File: src/rtl/div_pkg.sv
// Shared constants and types for the sequential restoring divider.
// Holds default operand widths, the step-counter width and the FSM state enum.
// Imported by div_step and seq_restoring_divider.
package div_pkg;

  // Default dividend/quotient and divisor/remainder widths.
  localparam int NW_DEF = 8;
  localparam int DW_DEF = 4;

  // The step counter must hold values 0..NW.
  localparam int CNT_W = $clog2(NW_DEF + 1);

  typedef enum logic [1:0] {
    IDLE = 2'd0,
    RUN  = 2'd1,
    DONE = 2'd2
  } div_state_t;

endpackage

File: src/rtl/div_step.sv
// One combinational restoring-division step.
// Latency: 0 cycles (pure combinational). Backpressure: none.
// Ports:
//   pr      - current partial remainder (DW bits)
//   n_msb   - next dividend bit, shifted in at the LSB of the trial value
//   d       - divisor (DW bits)
//   pr_next - partial remainder after this step
//   q_bit   - quotient bit produced by this step
module div_step
  import div_pkg::*;
#(
  parameter int DW = DW_DEF
) (
  input  logic [DW-1:0] pr,
  input  logic          n_msb,
  input  logic [DW-1:0] d,
  output logic [DW-1:0] pr_next,
  output logic          q_bit
);

  logic [DW:0] trial;
  logic [DW:0] d_ext;
  logic [DW:0] diff;

  assign trial = {pr, n_msb};
  assign d_ext = {1'b0, d};
  assign diff  = trial - d_ext;

  // pr < d holds on entry, so a successful subtraction always fits in DW bits.
  // With d == 0 the subtraction always "succeeds" and the remainder is the
  // dividend's low bits shifted through, giving q = all ones.
  always_comb begin
    q_bit   = 1'b0;
    pr_next = trial[DW-1:0];
    if (trial >= d_ext) begin
      q_bit   = 1'b1;
      pr_next = diff[DW-1:0];
    end
  end

endmodule

File: src/rtl/seq_restoring_divider.sv
// Sequential unsigned restoring divider, one quotient bit per clock.
// Latency: NW+1 cycles from accepting start to the done pulse (1 with a
//   detected zero divisor when DIV_ZERO_DETECT_EN is defined).
// Backpressure: start is accepted only in IDLE or DONE; it is ignored in RUN.
// Optional feature macro: DIV_ZERO_DETECT_EN (adds dz port and early exit).
// Ports:
//   clk, rst          - clock, synchronous active-high reset
//   start             - request a division (sampled in IDLE/DONE)
//   dividend, divisor - operands, sampled on the accepting edge
//   busy              - iterations in progress
//   done              - one-cycle pulse when quotient/remainder are updated
//   quotient, remainder - result, held until the next completion
//   dz                - divide-by-zero flag (DIV_ZERO_DETECT_EN only)
module seq_restoring_divider
  import div_pkg::*;
#(
  parameter int NW = NW_DEF,
  parameter int DW = DW_DEF   // must be smaller than NW
) (
  input  logic          clk,
  input  logic          rst,
  input  logic          start,
  input  logic [NW-1:0] dividend,
  input  logic [DW-1:0] divisor,
  output logic          busy,
  output logic          done,
  output logic [NW-1:0] quotient,
`ifdef DIV_ZERO_DETECT_EN
  output logic [DW-1:0] remainder,
  output logic          dz
`else
  output logic [DW-1:0] remainder
`endif
);

  localparam int            CW   = $clog2(NW + 1);
  localparam logic [CW-1:0] LAST = CW'(NW - 1);

  div_state_t    state;
  // Dividend bits shift out of the MSB while quotient bits shift into the LSB,
  // so after NW steps this register holds the quotient.
  logic [NW-1:0] nq;
  logic [DW-1:0] d_reg;
  logic [DW-1:0] pr;
  logic [CW-1:0] cnt;

  logic [DW-1:0] pr_next;
  logic          q_bit;

  div_step #(.DW(DW)) u_step (
    .pr      (pr),
    .n_msb   (nq[NW-1]),
    .d       (d_reg),
    .pr_next (pr_next),
    .q_bit   (q_bit)
  );

  always_ff @(posedge clk) begin
    if (rst) begin
      state     <= IDLE;
      busy      <= 1'b0;
      done      <= 1'b0;
      quotient  <= '0;
      remainder <= '0;
      nq        <= '0;
      d_reg     <= '0;
      pr        <= '0;
      cnt       <= '0;
`ifdef DIV_ZERO_DETECT_EN
      dz        <= 1'b0;
`endif
    end else begin
      case (state)
        IDLE, DONE: begin
          done <= 1'b0;
          if (start) begin
            nq    <= dividend;
            d_reg <= divisor;
            pr    <= '0;
            cnt   <= '0;
`ifdef DIV_ZERO_DETECT_EN
            if (divisor == '0) begin
              // Skip the iterations; the result is the same one the
              // unmodified algorithm would produce.
              state     <= DONE;
              done      <= 1'b1;
              quotient  <= '1;
              remainder <= dividend[DW-1:0];
              dz        <= 1'b1;
            end else begin
              state <= RUN;
              busy  <= 1'b1;
              dz    <= 1'b0;
            end
`else
            state <= RUN;
            busy  <= 1'b1;
`endif
          end else begin
            state <= IDLE;
          end
        end

        RUN: begin
          nq  <= {nq[NW-2:0], q_bit};
          pr  <= pr_next;
          cnt <= cnt + CW'(1);
          if (cnt == LAST) begin
            state     <= DONE;
            busy      <= 1'b0;
            done      <= 1'b1;
            quotient  <= {nq[NW-2:0], q_bit};
            remainder <= pr_next;
          end
        end

        default: begin
          state <= IDLE;
          busy  <= 1'b0;
          done  <= 1'b0;
        end
      endcase
    end
  end

endmodule

File: config.mk
export PLATFORM = sky130hd
export DESIGN_NAME = seq_restoring_divider
export DESIGN_NICKNAME = d
export VERILOG_FILES = /design/src/rtl/div_pkg.sv /design/src/rtl/div_step.sv /design/src/rtl/seq_restoring_divider.sv
export SDC_FILE = /design/constraint.sdc
export NUM_CORES = 1
export LEC_CHECK = 0
export CELL_PAD_IN_SITES_DETAIL_PLACEMENT = 1
export CELL_PAD_IN_SITES_GLOBAL_PLACEMENT = 1
export CORE_AREA = 8 8 80 68
export DETAILED_ROUTE_END_ITERATION = 12
export DIE_AREA = 0 0 88 76
export HOLD_SLACK_MARGIN = 0.1
export MAX_ROUTING_LAYER = met4
export PLACE_DENSITY_LB_ADDON = 0.05
export SLEW_MARGIN = 20
export SYNTH_ARGS = -nofsm -noshare
export SYNTH_HDL_FRONTEND = slang
export SYNTH_SLANG_ARGS = --single-unit
File: constraint.sdc
create_clock -name clk -period 4.7 [get_ports clk]
set_input_delay 0.94 -clock clk [delete_from_list [all_inputs] [get_ports clk]]
set_output_delay 0.94 -clock clk [all_outputs]
set_load 0.005 [all_outputs]
Word-level counts from Yosys, hierarchy flattened
Index checks and enable logic that the tools add are counted.
{"block": "totals", "ff_bits": 36, "input_bits": 15, "output_inout_bits": 14, "elab_cells": 39}
{"block": "op_classes", "addsub": 2, "n_lt_le_gt_ge": 1, "n_eq_ne": 5, "n_mux": 13, "bitwise_logic": 1, "reduce_logical": 8}
{"cell": "$pmux W4 S2", "n": 2}
{"cell": "$pmux W8 S2", "n": 1}
{"cell": "$mux W4", "n": 2}
{"cell": "$mux W8", "n": 1}
{"cell": "$reduce_and A2 Y1", "n": 4}
{"cell": "$ge A5 B4 Y1", "n": 1}
{"cell": "$add A4 B1 Y4 const B", "n": 1}
{"cell": "$eq A4 B3 Y1 const B", "n": 1}
{"cell": "$mux W1", "n": 4}
{"cell": "$ne A2 B2 Y1 const B", "n": 2}
{"cell": "$pmux W2 S2", "n": 1}
{"cell": "$reduce_or A2 Y1", "n": 2}
{"cell": "$sub A4 B4 Y4", "n": 1}
{"cell": "$eq A2 B1 Y1 const B", "n": 1}
{"cell": "$eq A2 B2 Y1 const B", "n": 1}
{"cell": "$logic_not A2 Y1", "n": 1}
{"cell": "$mux W2", "n": 1}
{"cell": "$pmux W1 S2", "n": 1}
{"cell": "$reduce_bool A2 Y1", "n": 1}
{"cell": "$not A1 Y1", "n": 1}

Logic depth before layout (Yosys ltp)
Gate-level depths: netlist (run 1).
{"block": "logic_depth", "word_depth": 4, "depth_mapped": 8, "depth_no_buf": 7}

Cells and area by module
From an unflattened synthesis (run 1), not the netlist that was laid out.
{"block": "unflattened", "cells_unflattened": 169, "hier_area_um2": 1591.5}
{"mod": "seq_restoring_divider", "instances": 1, "cells_per_inst": 141, "area_each_um2": 1367.6, "seq_area_each_um2": 720.7}
{"mod": "div_step", "instances": 1, "cells_per_inst": 28, "area_each_um2": 224.0, "seq_area_each_um2": 0.0}

Worst setup path before layout (run 1)
Ideal clock, no wire load.
{"block": "synth_path", "path_kind": "input to register", "startpoint": "input start", "endpoint": "register cnt[2]", "setup_time_ns": 0.071, "arrival_time_ns": 1.793, "t_required_ns": 4.629, "slack_ns": 2.836, "stages": 5, "n_path_buf": 1, "path_cell_list": "nor2b_1 clkbuf_1 nor2_1 o21ai_0 a21oi_1"}
{"block": "synth_between", "elab_chain_cells": 2}
{"element": "from (decl)", "line_no": "seq_restoring_divider.sv:22", "rtl": "input logic start,"}
{"element": "$ne A2 B2 Y1 (no line)"}
{"element": "$reduce_and A2 Y1 (no line)"}
{"element": "to (signal assigned)", "line_no": "seq_restoring_divider.sv:107", "rtl": "cnt <= cnt + CW'(1);"}
{"element": "to (decl)", "line_no": "seq_restoring_divider.sv:45", "rtl": "logic [CW-1:0] cnt;"}
Every way passes these cells.
A chain may end at the register's enable or synchronous reset.

==> summary by stage, run 1 <==
Clocking
The number of H-tree levels is 2. The post-cts resize count is 0. TritonCTS built the clock tree.

The clock sink count is 36. The count of hold-fix buffers inserted at cts is 0. The TritonCTS buffer count is 5. The largest buffer count on any clock path is 2. The later pin in the worst-skew pair is clocked with a latency of 280 ps. The root buffer cell is sky130_fd_sc_hd__clkbuf_8. After clock tree synthesis, the clock-pin slew on the worst setup and hold paths is 70 ps.

In this run the post-CTS setup repair buffer count came out at 0.

STA
Setup total negative slack on the finished layout was measured at 0 ps. The clock period could shrink to 2553 ps. Clock skew on the completed layout was measured at 2.530 ps. Setup repair after global routing left no endpoint under its margin. The hold violation total from the final report came to 0.

Headroom to the max-slew limit came out at 0.4338. For this run, the top clock speed supported by timing is 0.3917 GHz. At the pin with the least slew margin, the transition time is 846.1 ps. The minimum hold slack is 458.5 ps. The final clock period utilization by the worst path is 0.5432. The setup slack of the critical path after layout is 2147 ps. The number of max-slew violations in the final report is 0. The total setup violations reported at the end of the flow is 0.

Pwr
The peak supply drop is 0.1778 mV. The internal power of the cells is 484.9 µW. Of the total power, registers draw 0.491. Total power for the finished layout comes to 670.5 µW.

The part of the power in the clock network is 0.338. Of the total power, combinational logic draws 0.171. The areal power density over the cells is 336.0 mW/mm². The share of total power consumed by net switching is 0.2768.

The net switching power is 185.6 µW. For this design the static power due to leakage is 0.7186 nW.

Worst hold path
The end of the worst hold path is quotient[7]. The source of the worst hold timing path is quotient[7]. The number of cells on the worst hold path is 2. The tightest min-delay check is of the flip-flop to flip-flop type.

Critical path
The end of the worst register-to-register path is remainder[2]. On the critical path, the stage with the largest delay is an instance of sky130_fd_sc_hd__clkdlybuf4s50_1. STA puts the critical path data required time at 4910 ps. Measured in cells, the most critical reg-to-reg path has a length of 7. The delay of the slowest cell on the worst path is 750 ps. Data on the critical path arrives at its endpoint at 2770 ps. The worst setup path is captured at a flip-flop.

The worst setup path is launched from an input pin. The launch instance of the worst register-to-register path is nq[7]. Setup slack on the worst reg-to-reg path comes out at 2610 ps. The signal on the critical path passes through clkdlybuf4s50_1 -> buf_4 -> nor3_1 -> a31oi_1 -> o22ai_1. The worst-path maximum fanout is 20. By startpoint and endpoint, the worst setup path is classified as input pin to flip-flop.

Finish
The share of layout cells above drive strength 1 is 0.05882. The count of inserted antenna diode cells is 0. The final net count is 241. The area occupied by multi-input gates is 785.8 µm². The largest registers in the layout are nq: 8 flops, quotient: 8 flops.

In the final layout, flip-flops and latches occupy 720.7 µm². After filler insertion, the fill cell instance count of the layout stands at 526. The post-synthesis to final-layout area growth is 26.69%.

Floorplan
The width of the die is 88 µm. The die covers 0.006688 mm². The height of the die is 76 µm. For this configuration, the core starts out at a cell density of 0.3692. The core outline area is 0.004267 mm². The I/O pin count is 29. The floorplan has 22 rows.

Route
The iteration-0 DRC count of the detailed router is 48. The first detailed-routing pass ran for 4 iterations. The count of nets left with antenna violations once routing finished came out at 0.

The wire length reported by the detailed router is 4.127 mm. Across all layers, the routed design uses 1,460 vias. The detail-routed net length per standard cell is 14.69 µm.

For this run, design rule violations remaining after detail routing come to 0. Using the TritonRoute via totals, the vias-per-cell ratio works out to 5.196.

Yosys
The mean area per synthesized cell is 8.162 µm². The most used flip-flop cell after synthesis is sky130_fd_sc_hd__dfxtp_1. Of all flip-flops after synthesis, the portion carrying an async set or reset was 0. The synthesized instance count is 193. The number of distinct library cell variants in the gate-level netlist after synthesis is 35. The post-synth net total is 214. The synthesized design contains 36 register bits. The combined area of all synthesized cells is 0.001575 mm². In this run, synthesis inferred 0 flip-flops with an integrated enable. The total of warnings raised by yosys is 0. For this run, the register share of the synthesized area comes to 0.4575.

Place
OpenSTA, run right after detailed placement, puts the worst setup slack at 1786 ps. The HPWL after detailed placement is 3.106 mm. At the end of routability-driven placement, the weighted congestion stood at 0.7468.

The number of port buffers is 28.

GRT
The combined global-route utilization of all metal layers is 0.1340. The wire length of the first global-routing pass is 7.003 mm. The total overflow left after global routing is 0. Entering global routing, the biggest net connects 21 pins. The via count of the first global-routing pass is 1,503. The initial antenna violation count is 0.

Status
The flow ran to the end, and the final reports show no timing, DRC or antenna violations.

Job
The tool flagged a number of max-cap violations equal to 0.
==> cells in the final DEF, fill, tap and decap left out, types with 2 or more instances in the layout <==
master and instances:
sky130_fd_sc_hd__nor2_1 16, sky130_fd_sc_hd__nand3b_1 4, sky130_fd_sc_hd__clkbuf_8 6, sky130_fd_sc_hd__nor3_1 3
sky130_fd_sc_hd__a21oi_1 25, sky130_fd_sc_hd__a22oi_1 8, sky130_fd_sc_hd__buf_4 2, sky130_fd_sc_hd__o21ai_0 4
sky130_fd_sc_hd__nand3_1 3, sky130_fd_sc_hd__o211ai_1 5, sky130_fd_sc_hd__o22ai_1 2, sky130_fd_sc_hd__nor2b_1 3
sky130_fd_sc_hd__inv_1 7, sky130_fd_sc_hd__clkdlybuf4s50_1 28, sky130_fd_sc_hd__dfxtp_1 36, sky130_fd_sc_hd__ha_1 5
sky130_fd_sc_hd__clkinv_2 2, sky130_fd_sc_hd__nand2_1 40, sky130_fd_sc_hd__nand2b_1 3
==> Yosys cell counts, types with 3 or more instances <==
library cell               number  share of area
sky130_fd_sc_hd__a21oi_1       25          0.079
sky130_fd_sc_hd__a22oi_1        8          0.038
sky130_fd_sc_hd__clkbuf_1       9          0.021
sky130_fd_sc_hd__dfxtp_1       36           0.46
sky130_fd_sc_hd__ha_1           5          0.040
sky130_fd_sc_hd__inv_1          7          0.017
sky130_fd_sc_hd__nand2_1       40          0.095
sky130_fd_sc_hd__nand2b_1       3          0.012
sky130_fd_sc_hd__nand3_1        3         0.0095
sky130_fd_sc_hd__nand3b_1       4          0.019
sky130_fd_sc_hd__nor2_1        16          0.038
sky130_fd_sc_hd__nor2b_1        4          0.016
sky130_fd_sc_hd__nor3_1         3         0.0095
sky130_fd_sc_hd__o211ai_1       5          0.024
sky130_fd_sc_hd__o21ai_0        4          0.013
==> stage by stage <==
stage / util / instance area, µm² / instances
after CTS: 0.4672 / 1993 / 281
after floorplan: - / 1575 / 193
after detailed placement: 0.4455 / 1901 / 273
after global routing: 0.4677 / 1996 / 281
final: 0.4677 / 1996 / 281
after global placement: 0.4455 / 1901 / 273
==> area by class of cell <==
type | count | share of cell area
Clock buffer | 6 | 0.04138
Clock inverter | 2 | 0.005016
Inverter | 7 | 0.01317
Multi-Input combinational cell | 140 | 0.3937
Sequential cell | 36 | 0.3611
Tap cell | 60 | 0.03762
Timing Repair Buffer | 30 | 0.1480
==> per-layer routing <==
layer  up-vias  GRT usage  routed length, µm  share of wire
li1        714          -                  -              -
met2        21     0.2021               2019           0.49
met4         0    0.05317                 85          0.021
met3         9    0.03556                142          0.034
met1       716     0.1642               1880           0.46
met5         -          -                  0              0
==> cells by family (layout without fill, tap and decap cells) <==
family / Yosys count / in the layout / share of synthesized area
DFF: 36 / 36 / 0.4575
xor gates and xnor gates: 1 / 1 / 0.005561
muxes: 1 / 1 / 0.006355
adders and majority gates: 6 / 6 / 0.05242
and+or+nand+nor: 80 / 80 / 0.2303
AOI/OAI and AO/OA: 52 / 52 / 0.2026
buffers and inverters: 17 / 45 / 0.04528
==> worst max-delay path by stage <==
| stage | from | endpoint | slack (ps) | cells after the start |
|---|---|---|---|---|
| 2_1_floorplan | start | cnt[2] | 2840 | 5 |
| 3_3_place_gp | rst | pr[3] | 1870 | 5 |
| 3_5_place_dp | rst | pr[3] | 1790 | 5 |
| 4_1_cts | rst | pr[3] | 2080 | 5 |
| 5_1_grt | rst | pr[3] | 1910 | 5 |
| 6_report | rst | pr[3] | 2150 | 5 |
==> worst max-delay path, delay by kind of cell <==
| kind | cells | cell delay (ps) |
|---|---|---|
| compound gates | 2 | 230 |
| simple gates | 1 | 480 |
| buf+inv | 2 | 1110 |
==> power groups by stage <==
stage               sequential, mW  combinational (mW)  clock [mW]
detailed placement           0.336               0.115           0
CTS                          0.329               0.116       0.235
finish                       0.329               0.114       0.227
global placement             0.336               0.112           0
floorplan                    0.333              0.0863           0
global route                 0.332               0.128       0.249
No activity file was read; power rests on OpenSTA's default activity.
==> inputs of run 2 (changes only) <==
--- a/config.mk
+++ b/config.mk
@@ -7,9 +7,9 @@
 export LEC_CHECK = 0
 export CELL_PAD_IN_SITES_DETAIL_PLACEMENT = 1
 export CELL_PAD_IN_SITES_GLOBAL_PLACEMENT = 1
-export CORE_AREA = 8 8 80 68
+export CORE_AREA = 8 8 86 72
 export DETAILED_ROUTE_END_ITERATION = 12
-export DIE_AREA = 0 0 88 76
+export DIE_AREA = 0 0 94 80
 export HOLD_SLACK_MARGIN = 0.1
 export MAX_ROUTING_LAYER = met4
 export PLACE_DENSITY_LB_ADDON = 0.05
==> constraint.sdc (replaced) <==
create_clock -name clk -period 2.3 [get_ports clk]
set_input_delay 0.46 -clock clk [delete_from_list [all_inputs] [get_ports clk]]
set_output_delay 0.46 -clock clk [all_outputs]
set_load 0.005 [all_outputs]
==> run 2 against run 1 <==
Hold slack got worse by 3.0 ps. Cell area increased by 1.8%. Global-route usage decreased by 0.63 points. Sequential power increased by 100%. Power increased by 110%. Via count decreased by 2.3%. Critical path type is now flip-flop to flip-flop. Largest power group unchanged.
==> summary by stage, run 2 (synthesis results as in run 1) <==
STA
The setup TNS came to 0 ps (unchanged). The transition at the pin with the smallest max-transition slack is 600.4 ps (-245.7 ps). Derived from the worst setup path, the maximum achievable clock frequency is 0.4863 GHz. The clock period could shrink to 2056 ps.

The worst slew slack as a fraction of its limit came to 0.5983 (+0.1644). The minimum hold slack is 455.6 ps (-2.960 ps). The total setup violations reported at the end of the flow was 0 (unchanged). The worst clock skew on the final layout is 5.507 ps (+2.977 ps). Setup repair after global routing left no endpoint under its margin.

The hold violation total from the final report was 0 (unchanged). Of the available clock period, the critical path in the final layout requires 0.8941. The number of max-slew violations in the final report is 0 (unchanged).

Finish
The area occupied by multi-input gates is 783.3 µm² (-0.32%). Leaving out fill and tap cells, the most frequent cells in the layout are sky130_fd_sc_hd__nand2_1 (40), sky130_fd_sc_hd__dfxtp_1 (36), sky130_fd_sc_hd__clkdlybuf4s50_1 (28). The count of inserted antenna diode cells came to 0 (unchanged). The largest registers in the layout are nq: 8 flops, quotient: 8 flops. The post-route cell area is 0.002031 mm² (+1.8%). The most common cell after layout, fill and taps aside is sky130_fd_sc_hd__nand2_1. The share of layout cells above drive strength 1 is 0.06637 (+0.007548). The number of fill cells is 585 (+11%). The register area is 720.7 µm² (unchanged). The post-synthesis to final-layout area growth is 28.91%. The final net count is 246 (+2.1%).

Route
The wire length reported by the detailed router was 4.301 mm (+4.2%). The total DRC errors in the routed layout is 0 (unchanged). The detail-routed via count per cell came to 4.951 (-4.7%). The number of nets with antenna violations after detailed routing was 0 (unchanged). The number of vias after detailed routing is 1,426 (-2.3%). The detail-routed net length per standard cell is 14.93 µm (+1.7%). The iteration-0 DRC count of the detailed router was 68 (+42%).

The number of optimization iterations in the first detailed-route pass is 4 (unchanged).

Place
The final weighted congestion in routability-driven placement is 0.7993 (+7.0%). The detailed placer's ending HPWL is 3.340 mm (+7.5%). The post-detailed-placement cell area came to 0.001941 mm² (+2.1%). The number of port buffers was 28 (unchanged).

GRT
The global-route congestion overflow total is 0 (unchanged). The via count of the first global-routing pass is 1,534 (+2.1%). The initial antenna violation count is 0 (unchanged). The wire length of the first global-routing pass was 7.458 mm (+6.5%). The combined global-route utilization of all metal layers is 0.1277 (-0.006262).

The maximum number of pins on one net before global-route repair came to 24 (+14%).

Critical path
The required arrival time at the worst endpoint came to 2460 ps (-2450 ps). The register-to-register path setup slack is 240 ps (-2370 ps). The worst path buffer plus inverter count is 1 (-1).

The data arrival time of the critical path is 2220 ps (-550 ps). The category of the worst setup path launch point is a flip-flop. On the critical path, the stage with the largest delay is an instance of sky130_fd_sc_hd__dfxtp_1. The critical path class is flip-flop to flip-flop.

Traced cell by cell, the critical path runs through inv_1 -> ha_1 -> or2_1 -> a211o_1 -> and2_1 -> mux2i_1 -> o21ai_0. The worst-path maximum fanout was 8 (-60%). In this design, the largest share of critical-path delay is due to simple AND/OR/NAND/NOR gates. The kind of end point of the critical path is a flip-flop. The delay of the slowest cell on the worst path came to 330 ps (-420 ps).

Worst hold path
The worst hold path belongs to the class flip-flop to flip-flop.

Clocking
The TritonCTS buffer count came to 5 (unchanged). The register clock-pin slew on the reported worst setup and hold paths is 70 ps (about the same). The post-cts resize count came to 0 (unchanged).

The largest buffer count on any clock path is 2 (unchanged). The clock sink count was 36 (unchanged). The worst-skew pair later-pin latency is 280 ps (about the same). The count of hold-fix buffers inserted at cts is 0 (unchanged). The clock tree from TritonCTS is built. The post-CTS setup buffer count is 0 (unchanged). The root buffer cell is sky130_fd_sc_hd__clkbuf_8. The number of H-tree levels is 2 (unchanged).

Floorplan
The I/O pin count is 29 (unchanged). The area of the die was 0.007520 mm² (+12%). The height of the die is 80 µm (+5.3%). The core outline area is 0.004835 mm² (+13%). The width of the die is 94 µm (+6.8%). The standard-cell row count came to 23 (+4.5%). The initial cell density of the core is 0.3258 (-0.04338).

Pwr
The leakage power of the design was 0.7381 nW (+2.7%). The areal power density over the cells is 681.5 mW/mm² (+100%). The peak supply drop is 0.2798 mV (+57%).

Status
The flow ran to the end, and the final reports show no timing, DRC or antenna violations.

Job
The total of max-cap violations is 0 (unchanged).
==> run 2: tightest hold or removal path, stage by stage (launching register included) <==
cell and delay, ps:
sky130_fd_sc_hd__dfxtp_1 310, sky130_fd_sc_hd__nand2_1 50, sky130_fd_sc_hd__a21oi_1 50
==> run 2: final timing paths <==
path,start,to,cells after the start
min reg2reg,d_reg[3],d_reg[3],2
max,d_reg[2],pr[2],7
min,d_reg[3],d_reg[3],2
max reg2reg,d_reg[2],pr[2],7
==> run 2: layout make-up <==
type	instances	share of cell area
Inverter	7	0.01294
Multi-Input combinational cell	140	0.3857
Tap cell	62	0.03820
Sequential cell	36	0.3549
Clock buffer	8	0.04436
Timing Repair Buffer	35	0.1639
==> run 2: per-stage QoR <==
step,setup slack (ps),power [mW],util,instances
after floorplan,453.4,0.8570,-,193
after global placement,172.6,0.9246,0.4014,280
after detailed placement,153.5,0.9350,0.4014,280
after CTS,230.1,1.405,0.4200,288
after global routing,96.64,1.465,0.4200,288
final,243.6,1.384,0.4200,288
==> run 2: power breakdown <==
part / switching, mW / internal, mW
registers: 0.0239 / 0.650
logic: 0.136 / 0.108
clock network: 0.221 / 0.245
total: 0.382 / 1.00
==> run 2: metal layers <==
metal	GRT usage	vias up	routed length, µm
met3	0.03195	2	120
met1	0.1577	684	2130
li1	-	724	-
met5	-	-	0
met4	0.02844	0	17
met2	0.2046	16	2032
